### src/rtl/jk_reg_bank.sv
// WIDTH-bit bank of JK-style cells with runtime mode select (JK/D/T/SR/count/clear),
// clock enable, combinational terminal count, sticky illegal-SR flag and change pulse.
module jk_reg_bank #(
  parameter int unsigned      WIDTH     = 8,
  parameter logic [WIDTH-1:0] RESET_VAL = '0
) (
  input  logic             clk,
  input  logic             reset,
  input  logic             en,
  input  logic [2:0]       mode,
  input  logic [WIDTH-1:0] j,
  input  logic [WIDTH-1:0] k,
  output logic [WIDTH-1:0] q,
  output logic [WIDTH-1:0] q_bar,
  output logic             tc,
  output logic             err,
  output logic             changed
);

  localparam logic [2:0] ModeHold   = 3'd0;
  localparam logic [2:0] ModeJk     = 3'd1;
  localparam logic [2:0] ModeD      = 3'd2;
  localparam logic [2:0] ModeT      = 3'd3;
  localparam logic [2:0] ModeSr     = 3'd4;
  localparam logic [2:0] ModeCntUp  = 3'd5;
  localparam logic [2:0] ModeCntDn  = 3'd6;
  localparam logic [2:0] ModeClear  = 3'd7;

  logic [WIDTH-1:0] q_q, q_d;
  logic             err_q, err_d;
  logic             changed_q, changed_d;
  logic [WIDTH-1:0] next_val;
  logic             err_next;

  // Per-mode next value; j/k are not read in modes that ignore them so X cannot leak in.
  always_comb begin
    next_val = q_q;
    err_next = err_q;
    case (mode)
      ModeHold:  next_val = q_q;
      ModeJk:    next_val = (j & ~q_q) | (~k & q_q);
      ModeD:     next_val = j;
      ModeT:     next_val = q_q ^ j;
      ModeSr: begin
        // Conflicting bits (j=k=1) keep their value; the rest update normally.
        next_val = (q_q & ~(j ^ k)) | (j & ~k);
        if ((j & k) != '0) err_next = 1'b1;
      end
      ModeCntUp: next_val = q_q + WIDTH'(1);
      ModeCntDn: next_val = q_q - WIDTH'(1);
      ModeClear: begin
        next_val = RESET_VAL;
        err_next = 1'b0;
      end
      default:   next_val = q_q;
    endcase
  end

  always_comb begin
    q_d       = q_q;
    err_d     = err_q;
    changed_d = changed_q;
    if (en) begin
      q_d       = next_val;
      err_d     = err_next;
      changed_d = (next_val != q_q);
    end
  end

  always_ff @(posedge clk) begin
    if (reset) begin
      q_q       <= RESET_VAL;
      err_q     <= 1'b0;
      changed_q <= 1'b0;
    end else begin
      q_q       <= q_d;
      err_q     <= err_d;
      changed_q <= changed_d;
    end
  end

  assign q       = q_q;
  assign q_bar   = ~q_q;
  assign err     = err_q;
  assign changed = changed_q;
  assign tc      = en & (((mode == ModeCntUp) & (q_q == {WIDTH{1'b1}})) |
                         ((mode == ModeCntDn) & (q_q == '0)));

endmodule

### config.mk
export PLATFORM = sky130hd
export DESIGN_NAME = jk_reg_bank
export DESIGN_NICKNAME = d
export VERILOG_FILES = /design/src/rtl/jk_reg_bank.sv
export SDC_FILE = /design/constraint.sdc
export NUM_CORES = 1
export LEC_CHECK = 0
export CORE_MARGIN = 5
export CORE_UTILIZATION = 30
export CTS_CLUSTER_DIAMETER = 120
export DETAILED_ROUTE_END_ITERATION = 7
export DONT_BUFFER_PORTS = 1
export PLACE_DENSITY = 0.45
export SETUP_SLACK_MARGIN = 0.5
export SLEW_MARGIN = 20
export SYNTH_ARGS = -nofsm -noshare
export SYNTH_HDL_FRONTEND = slang
export SYNTH_SLANG_ARGS = --single-unit
### constraint.sdc
create_clock -name clk -period 2.74 [get_ports clk]
set_input_delay 0.548 -clock clk [delete_from_list [all_inputs] [get_ports clk]]
set_output_delay 0.548 -clock clk [all_outputs]
set_load 0.005 [all_outputs]
==> results.toml <==
[setup_path]
worstPathArrival_ns = 1.60
path_max_fanout = 2
end_kind = "primary output"
crit_type = "reg -> out"
cp-start-kind = "register"
worstPathRequired_ns = 2.19

[placed_design]
place_inst = 294
gp_congestion = 0.824
dpl.hpwl_um = 4590
portBuffers = 0

[floorplanning]
core.rowCount = 28
initial_core_util_pct = 31.3
die_w_um = 89.3
die_h_um = 89.3
ioPinCount = 41
die-area_sq_um = 7970
coreArea_sq_um = 6030

[synthesis]
yosysSeqAreaShare_pct = 10.6
netlist_instances = 231
synth_seq_cells = 10
synth_edf_count = 0
syn_area_sq_um = 1880
ys_warn_count = 0
yosys_most_used_dff = "dfxtp_1"
avgSynthCellArea_sq_um = 8.16
syn_nets = 270
synthArstFlopShare_pct = 0
ys_types = 75

[clock_tree]
clock_latency_ns = 0.25
cts.sinks = 10
numCtsBuffers = 3
cts-root-buf = "clkbuf_8"
cts_tree = "done"
clockBufferDepth = 2
htreeDepth = 1
cts_hold_buf = 0
cts.clk_slew.worst_paths_ns = 0.05

[detailed_routing]
postRouteAntennaNets = 0
wire_per_inst_um = 20.0
vias_per_cell = 5.88
first_iter_violations = 118
firstDrtPassIters = 4
wirelength_um = 6080
drc = 0
num_vias = 1789

[layout]
final_util_pct = 32.3
num_antenna_cells = 0
final_cell_count_no_fill = 304
nets = 269
final_cell_mix = "19 x inv_1, 16 x ha_1, 15 x a21oi_1, 15 x o21ai_0, 13 x nor2_1"
final_common_cell = "inv_1"
final_layout_size_suffix_gt1_share_pct = 20.5
syn2layout_area_growth_pct = 3.32

[flow_run]
maxCapViolCount = 0

[timing]
period_share_pct = 78.3
fin_setup_tns_ns = 0
slew_headroom_pct = 60.1
max_freq_mhz = 466
hold_viol_final = 0
finClkSkew_ns = 0.00130
tightest_slew_ns = 0.595
setup_viol = 0
post-route-min-period_ns = 2.14
rsz0062_at_grt = "yes"
slew_violations = 0

[run_status]
status = "finished clean"

[pwr]
peakVddDrop_v = 0.000144
finalPower_uw = 637
powerDensity_nw_per_um2 = 327
leakage_uw = 0.000782

[worst_hold_path]
hp-class = "in -> reg"

[global_route]
globalRouteTotalUtil_pct = 16.2
grt_pass1_wl_um = 9780
first_global_vias = 1803
grt_max_degree = 27
grt_overflow = 0
antenna_found_initial = 0
## synthesized netlist by cell type, drive strengths merged, types with 3 or more instances
library cell	n	share of area [%]
dfxtp	10	11
a311oi	3	1.4
nor4	3	1.0
a22oi	4	1.6
ha	17	11
a31oi	4	1.7
nand4	3	1.0
nor3	9	3.3
buf	7	3.9
clkbuf	9	4.2
nor2	13	2.6
a211oi	8	3.2
nand2	8	1.6
a21oi	16	4.8
nand3	7	2.1
and3	5	2.0
nor4bb	3	1.6
mux2i	8	4.9
nand3b	4	2.3
nand2b	8	3.5
nor2b	5	2.2
o21ai	15	4.0
inv	20	4.0
## flip-flops by register name, indices dropped and copies added, names as in the netlist
register / count
q: 8
err: 1
changed: 1
## cells by family (layout without fill, tap and decap cells)
family                     count (synthesis)  in the layout  share of synthesized area (%)
and+or+nand+nor                           81             81                           28.8
AOI/OAI and AO/OA                         77             77                           30.1
buffers and inverters                     37             35                           13.7
adders and majority gates                 17             17                           11.3
DFF                                       10             10                           10.6
muxes                                      8              8                           4.91
xor gates and xnor gates                   1              1                          0.465
## routing by layer
layer / up-vias / global-route usage (%) / wire (um)
li1: 876 / - / -
met1: 851 / 20.0 / 2590
met2: 51 / 26.5 / 2870
met3: 11 / 4.88 / 461
met4: 0 / 5.68 / 163
met5: - / 0 / 0
## layout make-up
type,instances,area [sq um]
inverters,20,75.1
clock buffers,4,55.1
repair buffers,11,80.1
well taps,75,93.8
flip-flops and latches,10,210
multi-input cells,184,1430
fillers,678,4080
## worst max-delay path, stage by stage, from the launching register on
cell	delay [ns]
dfxtp_2	0.33
buf_6	0.11
or4_4	0.50
nor3_4	0.15
a32oi_1	0.11
nor2_1	0.15
## report_power, final
group	switching (uW)	leakage, uW	total, uW	internal, uW
sequential	26.3	0.0000846	184	158
combinational	138	0.000668	255	117
clock	70.5	0.0000288	198	127
total	235	0.000782	637	402
## worst paths after layout
check / from / to / slack (ns) / cells after the start
max: q[3]$_SDFFE_PP0P_ / tc / 0.60 / 5
min: reset / q[4]$_SDFFE_PP0P_ / 0.36 / 1
max reg2reg: q[3]$_SDFFE_PP0P_ / changed$_SDFFE_PP0P_ / 0.66 / 8
min reg2reg: err$_SDFFE_PP0P_ / err$_SDFFE_PP0P_ / 0.50 / 2
## stage by stage
stage	area [sq um]	worst slack [ns]	hold WS, ns
2_1_floorplan	1900	0.267	0.460
3_3_place_gp	1840	0.381	0.489
3_5_place_dp	1840	0.359	0.486
4_1_cts	1930	0.492	0.356
5_1_grt	1950	0.490	0.361
6_report	1950	0.595	0.361
## repair_timing
item / 4_1_cts / 5_1_grt
setup endpoints to repair: 1 / 2
pin swaps: 3 / 2
cloned: 0 / 0
resized for setup: 7 / 0
setup buffers: 4 / 2
No activity file was read; power rests on OpenSTA's default activity.
